**config.mk**
```make
export PLATFORM = sky130hd
export DESIGN_NAME = dual_issue_sched
export DESIGN_NICKNAME = d
export VERILOG_FILES = /design/src/rtl/dual_issue_sched.sv
export SDC_FILE = /design/constraint.sdc
export NUM_CORES = 1
export LEC_CHECK = 0
export CAP_MARGIN = 40
export CELL_PAD_IN_SITES_DETAIL_PLACEMENT = 0
export CELL_PAD_IN_SITES_GLOBAL_PLACEMENT = 1
export CORE_MARGIN = 2
export CORE_UTILIZATION = 38
export DETAILED_ROUTE_END_ITERATION = 12
export PLACE_DENSITY_LB_ADDON = 0.2
export SYNTH_ARGS = -nofsm -noshare
export SYNTH_HDL_FRONTEND = slang
export SYNTH_SLANG_ARGS = --single-unit
```
**constraint.sdc**
```tcl
create_clock -name dis_clk -period 9.2 [get_ports dis_clk]
set_input_delay 2.76 -clock dis_clk [delete_from_list [all_inputs] [get_ports dis_clk]]
set_output_delay 2.76 -clock dis_clk [all_outputs]
set_load 0.005 [all_outputs]
```
**src/rtl/dual_issue_sched.sv**
```systemverilog
// Dual-issue scheduler: takes a fetched pair and issues it on pipes A/B, or
// splits it over two cycles when the pair has a hazard or a resource conflict.
module dual_issue_sched #(
    parameter int PC_WIDTH  = 32,
    parameter int IWIDTH    = 32,
    parameter int CNT_WIDTH = 16
) (
    input  logic                 dis_clk,
    input  logic                 dis_rst,
    input  logic                 dis_i_ce,
    input  logic                 dis_i_valid,
    input  logic [PC_WIDTH-1:0]  dis_i_pc_1,
    input  logic [IWIDTH-1:0]    dis_i_instr_1,
    input  logic [PC_WIDTH-1:0]  dis_i_pc_2,
    input  logic [IWIDTH-1:0]    dis_i_instr_2,
    input  logic                 dis_i_stall,
    output logic                 dis_o_fetch_ready,
    output logic                 dis_o_valid_a,
    output logic [PC_WIDTH-1:0]  dis_o_pc_a,
    output logic [IWIDTH-1:0]    dis_o_instr_a,
    output logic                 dis_o_valid_b,
    output logic [PC_WIDTH-1:0]  dis_o_pc_b,
    output logic [IWIDTH-1:0]    dis_o_instr_b,
    output logic                 dis_o_change_instr,
    output logic [CNT_WIDTH-1:0] dis_o_pair_cnt,
    output logic [CNT_WIDTH-1:0] dis_o_split_cnt
);

    typedef enum logic {PAIR, SPLIT} state_t;

    state_t                state_q;
    logic                  valid_a_q, valid_b_q, change_q;
    logic [PC_WIDTH-1:0]   pc_a_q, pc_b_q, hold_pc_q;
    logic [IWIDTH-1:0]     instr_a_q, instr_b_q, hold_instr_q;
    logic [CNT_WIDTH-1:0]  pair_cnt_q, split_cnt_q;

    // Destination register; 0 means "no destination" ($0 never hazards anyway).
    function automatic logic [4:0] dest_of(input logic [IWIDTH-1:0] ins);
        case (ins[31:26])
            6'h00:                      dest_of = (ins[5:0] == 6'h08) ? 5'd0 : ins[15:11];
            6'h03:                      dest_of = 5'd31;
            6'h2B, 6'h04, 6'h05, 6'h02: dest_of = 5'd0;
            default:                    dest_of = ins[20:16];
        endcase
    endfunction

    function automatic logic is_mem(input logic [5:0] op);
        is_mem = (op == 6'h23) || (op == 6'h2B);
    endfunction

    function automatic logic is_ctrl(input logic [IWIDTH-1:0] ins);
        is_ctrl = (ins[31:26] inside {6'h02, 6'h03, 6'h04, 6'h05}) ||
                  (ins[31:26] == 6'h00 && ins[5:0] == 6'h08);
    endfunction

    logic [5:0] op1, op2;
    logic [4:0] dest1, dest2, rs2, rt2;
    logic       rs2_used, rt2_used, mem1, mem2, hazard, split, accept;

    assign op1      = dis_i_instr_1[31:26];
    assign op2      = dis_i_instr_2[31:26];
    assign rs2      = dis_i_instr_2[25:21];
    assign rt2      = dis_i_instr_2[20:16];
    assign dest1    = dest_of(dis_i_instr_1);
    assign dest2    = dest_of(dis_i_instr_2);
    assign rs2_used = !(op2 == 6'h02 || op2 == 6'h03);
    assign rt2_used = op2 inside {6'h00, 6'h2B, 6'h04, 6'h05};
    assign mem1     = is_mem(op1);
    assign mem2     = is_mem(op2);
    assign hazard   = (dest1 != 5'd0) &&
                      ((rs2_used && rs2 == dest1) || (rt2_used && rt2 == dest1) || dest2 == dest1);
    assign split    = hazard || (mem1 && mem2) || is_ctrl(dis_i_instr_1) || is_ctrl(dis_i_instr_2);

    assign dis_o_fetch_ready = !dis_rst && dis_i_ce && !dis_i_stall && (state_q == PAIR);
    assign accept            = dis_i_valid && dis_o_fetch_ready;

    always_ff @(posedge dis_clk) begin
        if (dis_rst) begin
            state_q      <= PAIR;
            valid_a_q    <= 1'b0;
            valid_b_q    <= 1'b0;
            change_q     <= 1'b0;
            pc_a_q       <= '0;
            pc_b_q       <= '0;
            instr_a_q    <= '0;
            instr_b_q    <= '0;
            hold_pc_q    <= '0;
            hold_instr_q <= '0;
            pair_cnt_q   <= '0;
            split_cnt_q  <= '0;
        end else if (dis_i_ce && !dis_i_stall) begin
            case (state_q)
                PAIR: begin
                    if (accept && !split) begin
                        valid_a_q  <= 1'b1;
                        valid_b_q  <= 1'b1;
                        pair_cnt_q <= pair_cnt_q + 1'b1;
                        // Only pipe A has a memory port, so a lone younger mem op swaps in.
                        if (mem2 && !mem1) begin
                            pc_a_q    <= dis_i_pc_2;
                            instr_a_q <= dis_i_instr_2;
                            pc_b_q    <= dis_i_pc_1;
                            instr_b_q <= dis_i_instr_1;
                            change_q  <= 1'b1;
                        end else begin
                            pc_a_q    <= dis_i_pc_1;
                            instr_a_q <= dis_i_instr_1;
                            pc_b_q    <= dis_i_pc_2;
                            instr_b_q <= dis_i_instr_2;
                            change_q  <= 1'b0;
                        end
                    end else if (accept) begin
                        valid_a_q    <= 1'b1;
                        valid_b_q    <= 1'b0;
                        change_q     <= 1'b0;
                        pc_a_q       <= dis_i_pc_1;
                        instr_a_q    <= dis_i_instr_1;
                        hold_pc_q    <= dis_i_pc_2;
                        hold_instr_q <= dis_i_instr_2;
                        split_cnt_q  <= split_cnt_q + 1'b1;
                        state_q      <= SPLIT;
                    end else begin
                        valid_a_q <= 1'b0;
                        valid_b_q <= 1'b0;
                    end
                end
                SPLIT: begin
                    valid_a_q <= 1'b1;
                    valid_b_q <= 1'b0;
                    change_q  <= 1'b0;
                    pc_a_q    <= hold_pc_q;
                    instr_a_q <= hold_instr_q;
                    state_q   <= PAIR;
                end
                default: state_q <= PAIR;
            endcase
        end
    end

    assign dis_o_valid_a      = valid_a_q;
    assign dis_o_pc_a         = pc_a_q;
    assign dis_o_instr_a      = instr_a_q;
    assign dis_o_valid_b      = valid_b_q;
    assign dis_o_pc_b         = pc_b_q;
    assign dis_o_instr_b      = instr_b_q;
    assign dis_o_change_instr = change_q;
    assign dis_o_pair_cnt     = pair_cnt_q;
    assign dis_o_split_cnt    = split_cnt_q;

endmodule
```
# Word-level counts from Yosys, hierarchy flattened
# Cells that the tools add are included.
# totals
elab_cells	98
ff_bits	228
output_inout_bits	164
inputBits	133
# classes
n_reduce_logical	39
n_mux	25
bitwise_logic	2
add_sub_neg	2
n_eq_ne	18
# ops
operator	count
$mux W32	8
$pmux W32 S2	2
$add A16 B1 Y16 const B	2
$pmux W5 S3	2
$eq A6 B2 Y1 const B	4
$eq A6 B3 Y1 const B	4
$eq A6 B6 Y1 const B	4
$eq A5 B5 Y1	3
$logic_and A1 B1 Y1	13
$eq A6 B4 Y1 const B	2
$logic_not A6 Y1	2
$reduce_bool A4 Y1	3
$logic_or A1 B1 Y1	10
$mux W5	2
$pmux W1 S2	4
$reduce_or A4 Y1	2
$mux W1	7
$logic_not A1 Y1	5
$reduce_bool A5 Y1	1
$reduce_and A4 Y1	1
$ne A3 B2 Y1 const B	1
$reduce_and A3 Y1	1
$not A1 Y1	2
$reduce_and A2 Y1	1

# Longest topological paths before layout
# Gate-level depths: netlist (run 1).
# logic_depth
word_depth	15
depth_mapped	14
ltp_nobuf	10

# Worst setup path after synthesis (run 1)
# No wires, ideal clock.
# synth_timing
path_type	input -> register
startpoint	in dis_i_instr_1[27]
endpoint	reg instr_a_q[12], in the netlist dis_o_instr_a[12]
cell_stages	12
t_required_ns	9.131
setup_time_ns	0.069
path_slack_ns	3.173
n_path_buf	3
t_arrival_ns	5.958
path_cell_list	buf_2 or4_4 a2111oi_2 o32a_1 o21bai_1 nor4_4 or4_1 buf_2 nand4_1 buf_2 mux2_1 o21ai_1
# synth_between
elab_chain_cells	15
elab_cells_between_ends	35
cone_classes	eq/ne (10); mux (4); reduce/logical (21)
# synth_rtl
element	line_no	source
start: declaration	13	input logic [IWIDTH-1:0] dis_i_instr_1,
$eq A6 B6 Y1, or another cell as far along	39, 48	
$reduce_or A4 Y1	39	case (ins[31:26])
$pmux W5 S3	39	
$eq A5 B5 Y1	71	((rs2_used && rs2 == dest1) || (rt2_used && rt2 == dest1) || dest2 == dest1);
$logic_and A1 B1 Y1	71	
$logic_or A1 B1 Y1 (2 in a row)	71	
$logic_and A1 B1 Y1	70	assign hazard = (dest1 != 5'd0) &&
$logic_or A1 B1 Y1 (3 in a row)	72	assign split = hazard || (mem1 && mem2) || is_ctrl(dis_i_instr_1) || is_ctrl(dis_i_instr_2);
$logic_not A1 Y1	94	if (accept && !split) begin
$logic_and A1 B1 Y1	94	
$mux W32 / $ne A3 B2 Y1 (equally long branches)	--	
$pmux W32 S2 / $reduce_and A2 Y1 (equally long branches)	--	
end signal: assignment	101	instr_a_q <= dis_i_instr_2;
end signal: assignment	107	instr_a_q <= dis_i_instr_1;
end signal: assignment	117	instr_a_q <= dis_i_instr_1;
end: declaration	34	logic [IWIDTH-1:0] instr_a_q, instr_b_q, hold_instr_q;
# Parallel ways exist; a longest one is shown, timed or not.
# A chain may end at the register's enable or synchronous reset.

# Worst setup path in the final report (run 1)
# layout_timing
startpoint	in dis_i_stall
endpoint	out dis_o_fetch_ready
# layout_between
elab_chain_cells	3
# layout_rtl
element	line_no	source
start: declaration	16	input logic dis_i_stall,
$logic_not A1 Y1	74	assign dis_o_fetch_ready = !dis_rst && dis_i_ce && !dis_i_stall && (state_q == PAIR);
$logic_and A1 B1 Y1 (2 in a row)	74	
end: declaration	17	output logic dis_o_fetch_ready,
# Every way passes these cells.

==> results by group, run 1 <==
Outcome
  – Outcome: completed

Worst setup path
  – CP max stage delay: 0.63 ns
  – Levels on crit path: 4
  – Worst r2r path cells: 8
  – Reg-to-reg slack, setup: 5.78 ns
  – Worst setup path startpoint: dis_i_stall
  – CP cell instances: clkdlybuf4s50_1 -> nand2b_1 -> nor3_1 -> clkdlybuf4s50_1
  – Cell at the slowest stage of the critical path: clkdlybuf4s50_1
  – Crit start category: input port
  – Worst setup EP type: output port
  – CP dominant cell by count: clkdlybuf4s50_1
  – Reg-to-reg startpoint: state_q$_SDFFE_PP0P_
  – Critical path fanouts, max: 6
  – Worst Path Buf+Inv: 2
  – Family with the most delay on the worst path: buffers and inverters
  – Worst Path Required: 6.44 ns
  – Arr. time, crit path: 4.45 ns
  – CP Class: in -> out

Timing
  – Fmax: 139 MHz
  – Slew Viols, Final: 0
  – RSZ-0062 raised after global routing: no
  – Post-layout min period: 7.21 ns
  – Fin crit share: 78.4%
  – Setup TNS Final: 0 ns
  – Slew @ Worst Pin: 0.904 ns
  – Max-slew headroom: 39.7%
  – Setup violations, final: 0
  – Hold Fails Final Rpt: 0
  – Worst Skew: 0.0183 ns

Clock tree
  – # hold bufs at CTS: 0
  – CTS Sinks: 228
  – Worst-Skew Late Latency: 0.55 ns
  – CTS Buf Count: 28
  – TritonCTS clock tree: built
  – Worst-path clk slew: 0.06 ns
  – Clock root cell: clkbuf_16
  – Max Root-Sink Buffers: 3
  – Post-cts sizing count: 0
  – H-tree Lvls: 1
  – Post-CTS Setup Repair Bufs: 0

Global routing
  – Initial antenna violation count: 2
  – Vias in the first global route: 10123
  – Global-route wire length before repair: 57400 µm
  – Total grt overflow: 0
  – Total track usage: 24.5%
  – Largest net degree at the start of global routing: 84

Synthesis
  – Syn nets: 1446
  – Yosys warnings: 0
  – Synth Cell Area: 10600 µm²
  – Top cell type's share of synthesized area: 43.0%
  – Most numerous cell in the Yosys netlist: dfxtp_1
  – Synthesis-stage register bit count: 228
  – Synth cell count leaders: dfxtp_1, nand2_1, nor2_1
  – Synth cell types: 61
  – Average cell area after synthesis: 8.10 µm²
  – Number of synthesized flops with an enable pin: 0
  – Area leader, netlist: dfxtp_1
  – Syn Inst Count: 1311
  – Largest cells by area after synthesis: dfxtp_1, nand2_1, a21oi_1, mux2i_1, nor2_1
  – Sequential area share after synthesis: 43.0%
  – Predominant post-synthesis flop cell: dfxtp_1
  – Fraction of registers with async set/reset: 0%

Drt
  – Antenna Nets Post-Route: 0
  – Drt first pass iters: 8
  – Total number of vias: 10676
  – DRC: 0
  – Vias/cell: 5.46
  – DR WL/cell: 18.9 µm
  – Total Wirelength: 37000 µm
  – Iteration-0 DRC count of the detailed router: 737

Run
  – Total of max-cap violations: 0

Pwr
  – VDD IR max: 0.130 mV
  – Tot Pwr: 2.48 mW
  – Pwr Density: 165 nW/µm²
  – Leakage power: 4.95 nW

Hold path
  – Worst hold path class: reg -> reg
  – Hold Path Depth: 2
  – Hold Startpoint: dis_o_pc_a[20]$_SDFFE_PP0P_

Finish
  – Final nets: 1690
  – Layout cells sized above 1: 6.79%
  – Fillers: 2614
  – Final core utilization: 54.5%
  – Area delta synth->final: 41.8%
  – Non-filler cells in the finished layout: 1956

Floorplan
  – Die Height: 171 µm
  – DIE AREA: 29300 µm²
  – Placeable Area: 27600 µm²
  – Die Span X: 171 µm
  – Io pins: 297
  – Initial core utilization: 38.4%
  – Site Rows: 61

Place
  – Hpwl dp: 24900 µm
  – Placed cells: 1903
  – Count of input and output buffers: 296
  – Gpl congestion: 0.884
[layout by cell type (no fill, tap or decap), types with 3 or more instances in the layout]
cell type	count
a211oi_1	65
a21oi_1	129
a221oi_1	14
a22oi_1	3
a2bb2oi_2	3
a31oi_1	34
and3_1	34
buf_16	7
buf_4	10
bufinv_16	5
clkbuf_1	3
clkbuf_16	29
clkbuf_8	7
clkdlybuf4s50_1	295
clkinv_2	4
dfxtp_1	227
diode_2	3
inv_1	13
mux2_1	15
mux2_2	12
mux2i_1	60
nand2_1	221
nand2b_1	5
nand3_1	50
nand4_1	11
nor2_1	129
nor2_4	3
nor2b_1	9
nor3_1	12
nor4_1	4
o21ai_0	44
o21ai_1	20
o31ai_1	10
or3_1	5
or4_1	13
or4b_1	3
xnor2_1	14
xor2_1	3
[power by group]
part | leakage, nW | switching (mW) | total (mW) | internal (mW)
sequential | 1.84 | 0.0110 | 1.02 | 1.01
clock | 0.502 | 0.436 | 1.20 | 0.767
combinational | 2.61 | 0.128 | 0.257 | 0.129
[metal layers]
metal / up-vias / global-route usage [%] / part of all wire, %
met1: 5099 / 33.4 / 45
met4: 0 / 6.01 / 2.2
met5: - / 0 / 0
met3: 52 / 3.84 / 6.0
met2: 343 / 40.5 / 46
li1: 5182 / - / -
[final timing paths]
path | to
hold reg to reg | dis_o_pc_a[20]$_SDFFE_PP0P_
setup reg to reg | dis_o_pc_a[2]$_SDFFE_PP0P_
setup / recovery | dis_o_fetch_ready
hold / removal | dis_o_pc_a[20]$_SDFFE_PP0P_
[tightest hold or removal path: cells and delay by family (launching register included)]
kind / cells / cell delay, ns
AND/OR/NAND/NOR: 1 / 0.05
AO/OA/AOI/OAI: 1 / 0.05
flip-flops: 1 / 0.31
[flip-flops by register name, indices dropped and copies added, names as in the netlist, 16 cells and up]
signal           cells
dis_o_instr_a       32
dis_o_instr_b       32
dis_o_pc_a          32
dis_o_pc_b          32
hold_instr_q        32
hold_pc_q           32
dis_o_pair_cnt      16
dis_o_split_cnt     16
[metrics by stage]
| stage | hold WS (ns) | setup WS, ns | cell area [µm²] |
|---|---|---|---|
| 2_1_floorplan | 0.433 | 3.17 | 10600 |
| 3_3_place_gp | 0.436 | 1.84 | 13800 |
| 5_1_grt | 0.458 | 1.90 | 15100 |
| 3_5_place_dp | 0.440 | 1.80 | 14000 |
| 6_report | 0.445 | 1.99 | 15100 |
| 4_1_cts | 0.449 | 1.98 | 15100 |
[cell type report]
| type | count | area (µm²) | area share, % |
|---|---|---|---|
| flip-flops and latches | 228 | 4570 | 30.3 |
| clock buffers | 39 | 833 | 5.53 |
| clock inverters | 11 | 186 | 1.24 |
| diodes | 3 | 7.51 | 0.0498 |
| inverters | 13 | 48.8 | 0.324 |
| repair buffers | 316 | 3290 | 21.8 |
| well taps | 378 | 473 | 3.14 |
| multi-input cells | 968 | 5660 | 37.6 |
[cells by family (layout without fill, tap and decap cells)]
kind of cell,after synthesis,count (layout),share of synthesized area [%]
AO/OA/AOI/OAI,347,347,20.6
XOR/XNOR,17,17,1.40
adder cells (fa/ha/maj),2,2,0.236
buffers and inverters,115,379,4.31
flip-flops,228,228,43.0
multiplexers,87,87,8.52
other,0,3,0
AND/OR/NAND/NOR,515,515,22.0
(Power assumes the default switching activity.)
==> run 2, diff against run 1 <==
--- a/config.mk
+++ b/config.mk
@@ -9,7 +9,7 @@
 export CELL_PAD_IN_SITES_DETAIL_PLACEMENT = 0
 export CELL_PAD_IN_SITES_GLOBAL_PLACEMENT = 1
 export CORE_MARGIN = 2
-export CORE_UTILIZATION = 38
+export CORE_UTILIZATION = 35
 export DETAILED_ROUTE_END_ITERATION = 12
 export PLACE_DENSITY_LB_ADDON = 0.2
 export SYNTH_ARGS = -nofsm -noshare
==> constraint.sdc (replaced) <==
create_clock -name dis_clk -period 7 [get_ports dis_clk]
set_input_delay 2.1 -clock dis_clk [delete_from_list [all_inputs] [get_ports dis_clk]]
set_output_delay 2.1 -clock dis_clk [all_outputs]
set_load 0.005 [all_outputs]
==> results by group, run 2 (synthesis results as in run 1) <==
Floorplan
  – Io pins: 297 (unchanged)
  – Die Span X: 178 µm (+4.1%)
  – DIE AREA: 31800 µm² (+8.4%)
  – Die Height: 178 µm (+4.1%)
  – Site Rows: 63 (+3.3%)
  – Initial core utilization: 35.6% (-2.8 points)
  – Placeable Area: 29800 µm² (+7.8%)

Clock tree
  – Max Root-Sink Buffers: 3 (unchanged)
  – H-tree Lvls: 1 (unchanged)
  – Worst-Skew Late Latency: 0.54 ns (about the same)
  – CTS Sinks: 228 (unchanged)
  – Post-cts sizing count: 0 (unchanged)
  – # hold bufs at CTS: 0 (unchanged)
  – Worst-path clk slew: 0.06 ns (about the same)
  – Post-CTS Setup Repair Bufs: 0 (unchanged)
  – CTS Buf Count: 27 (-3.6%)
  – Clock root cell: clkbuf_16
  – TritonCTS clock tree: built

Global routing
  – Total grt overflow: 0 (unchanged)
  – Total track usage: 23.7% (-0.74 points)
  – Largest net degree at the start of global routing: 76 (-9.5%)
  – Vias in the first global route: 10447 (+3.2%)
  – Initial antenna violation count: 1 (-1)
  – Global-route wire length before repair: 59600 µm (+3.9%)

Drt
  – Vias/cell: 5.40 (-1.1%)
  – Antenna Nets Post-Route: 0 (unchanged)
  – Total Wirelength: 38500 µm (+4.0%)
  – Total number of vias: 10647 (-0.27%)
  – DRC: 0 (unchanged)
  – DR WL/cell: 19.5 µm (+3.1%)
  – Iteration-0 DRC count of the detailed router: 759 (+3.0%)
  – Drt first pass iters: 7 (-1)

Worst setup path
  – Worst Path Required: 7.45 ns (+1.01 ns)
  – Crit start category: input port
  – CP max stage delay: 0.69 ns (+0.06 ns)
  – Arr. time, crit path: 6.31 ns (+1.86 ns)
  – CP cell instances: clkdlybuf4s50_1 -> or4_1 -> o211a_2 -> nor2_1 -> a2bb2oi_2 -> nor4_4 -> nand4b_1 -> o311ai_2 -> nor3_2 -> buf_4 -> nor2_1 -> a211oi_1
  – Critical path fanouts, max: 51 (+45)
  – Reg-to-reg slack, setup: 3.69 ns (-2.09 ns)
  – Levels on crit path: 12 (+8)
  – Worst Path Buf+Inv: 2 (unchanged)
  – Cell at the slowest stage of the critical path: nor3_2
  – Worst setup EP type: flip-flop
  – CP Class: in -> reg
  – Family with the most delay on the worst path: simple AND/OR/NAND/NOR gates
  – CP dominant cell by count: nor2_1
  – Worst r2r path cells: 7 (-1)

Pwr
  – Clk pwr share: 45.6% (-2.9 points)
  – VDD IR max: 0.198 mV (+53%)
  – P_sw: 750 µW (+30%)
  – Comb pwr share: 11.0% (+0.6 points)
  – Leakage power: 4.91 nW (-0.89%)
  – Internal Power: 2.34 mW (+23%)
  – Reg power frac: 43.4% (+2.3 points)
  – Switch share: 24.3% (+1.1 points)
  – Pwr Density: 207 nW/µm² (+26%)

Timing
  – Worst hold margin: 0.446 ns (+0.000744 ns)
  – Setup TNS Final: 0 ns (unchanged)
  – Fin crit share: 83.8%
  – RSZ-0062 raised after global routing: no
  – Max-slew headroom: 42.1% (+2.4 points)
  – Slew Viols, Final: 0 (unchanged)
  – Hold Fails Final Rpt: 0 (unchanged)
  – Fmax: 170 MHz
  – Worst Skew: 0.0130 ns (-0.00528 ns)
  – Setup violations, final: 0 (unchanged)
  – Post-layout min period: 5.87 ns
  – Slew @ Worst Pin: 0.866 ns (-0.0386 ns)

Finish
  – Final nets: 1697 (+0.41%)
  – Commonest non-fill, non-tap cells in the layout: clkdlybuf4s50_1, dfxtp_1, nand2_1
  – Non-filler cells in the finished layout: 1973 (+0.87%)
  – Commonest non-fill, non-tap cell in the layout: clkdlybuf4s50_1
  – Area delta synth->final: 40.5%
  – Layout cells sized above 1: 7.02% (+0.22 points)

Place
  – Hpwl dp: 26000 µm (+4.4%)
  – Gpl congestion: 0.870 (-1.6%)
  – Placed cells: 1923 (+1.1%)
  – Count of input and output buffers: 296 (unchanged)

Outcome
  – Outcome: completed

Run
  – Total of max-cap violations: 0 (unchanged)

Hold path
  – Worst hold path class: reg -> reg
  – Hold Path Depth: 2 (unchanged)
==> run 2: cell types whose count changed in the layout (fill, tap and decap cells not counted), moves of 2 or more <==
cell       before  now
diode_2         3    1
buf_16          7    3
clkbuf_1        3    6
clkbuf_16      29   27
buf_4          10   22
clkinv_2        4    7
bufinv_16       5    2
==> run 2: final timing paths <==
path | startpoint | endpoint
max | dis_i_instr_1[26] | dis_o_instr_b[10]$_SDFFE_PP0P_
min | dis_o_pc_a[14]$_SDFFE_PP0P_ | dis_o_pc_a[14]$_SDFFE_PP0P_
max reg2reg | state_q$_SDFFE_PP0P_ | dis_o_instr_a[8]$_SDFFE_PP0P_
min reg2reg | dis_o_pc_a[14]$_SDFFE_PP0P_ | dis_o_pc_a[14]$_SDFFE_PP0P_
==> run 2: final cells by class <==
type                       count  area [µm²]
antenna                        1        2.50
clock buffer                  39         781
clock inverter                10         104
multi-input combinational    968        5660
sequential                   228        4570
timing repair buffer         324        3270
fill                        2909       14900
tap                          390         488
inverter                      13        48.8
==> run 2: metal layers <==
layer  global-route usage [%]  share of wire (%)
met3                     3.94                6.4
met5                        0                  0
met4                     7.28                2.8
met2                     39.0                 46
met1                     31.9                 45
==> run 2: power groups by stage <==
| stage | Combinational [mW] | Sequential, mW | Clock [mW] |
|---|---|---|---|
| 6_report | 0.340 | 1.34 | 1.41 |
| 5_1_grt | 0.368 | 1.34 | 1.49 |
| 4_1_cts | 0.340 | 1.34 | 1.44 |
| 3_5_place_dp | 0.338 | 1.37 | 0 |
| 3_3_place_gp | 0.334 | 1.37 | 0 |
| 2_1_floorplan | 0.138 | 1.37 | 0 |
==> run 2: through the flow <==
step / area, µm² / power (mW) / setup WS (ns) / util (%)
4_1_cts: 14900 / 3.11 / 1.15 / 50.1
3_3_place_gp: 14000 / 1.70 / 0.664 / 46.8
2_1_floorplan: 10600 / 1.50 / 1.63 / -
3_5_place_dp: 14000 / 1.70 / 0.612 / 47.1
5_1_grt: 14900 / 3.20 / 0.762 / 50.1
6_report: 14900 / 3.09 / 1.13 / 50.1
==> run 2: worst register-to-register path: stages (launching register included) <==
cell	delay [ns]
dfxtp_2	0.47
inv_1	0.57
buf_16	0.24
or2_2	0.60
nand2_1	0.37
nor2_4	0.75
nand2_1	0.13
o21ai_1	0.11
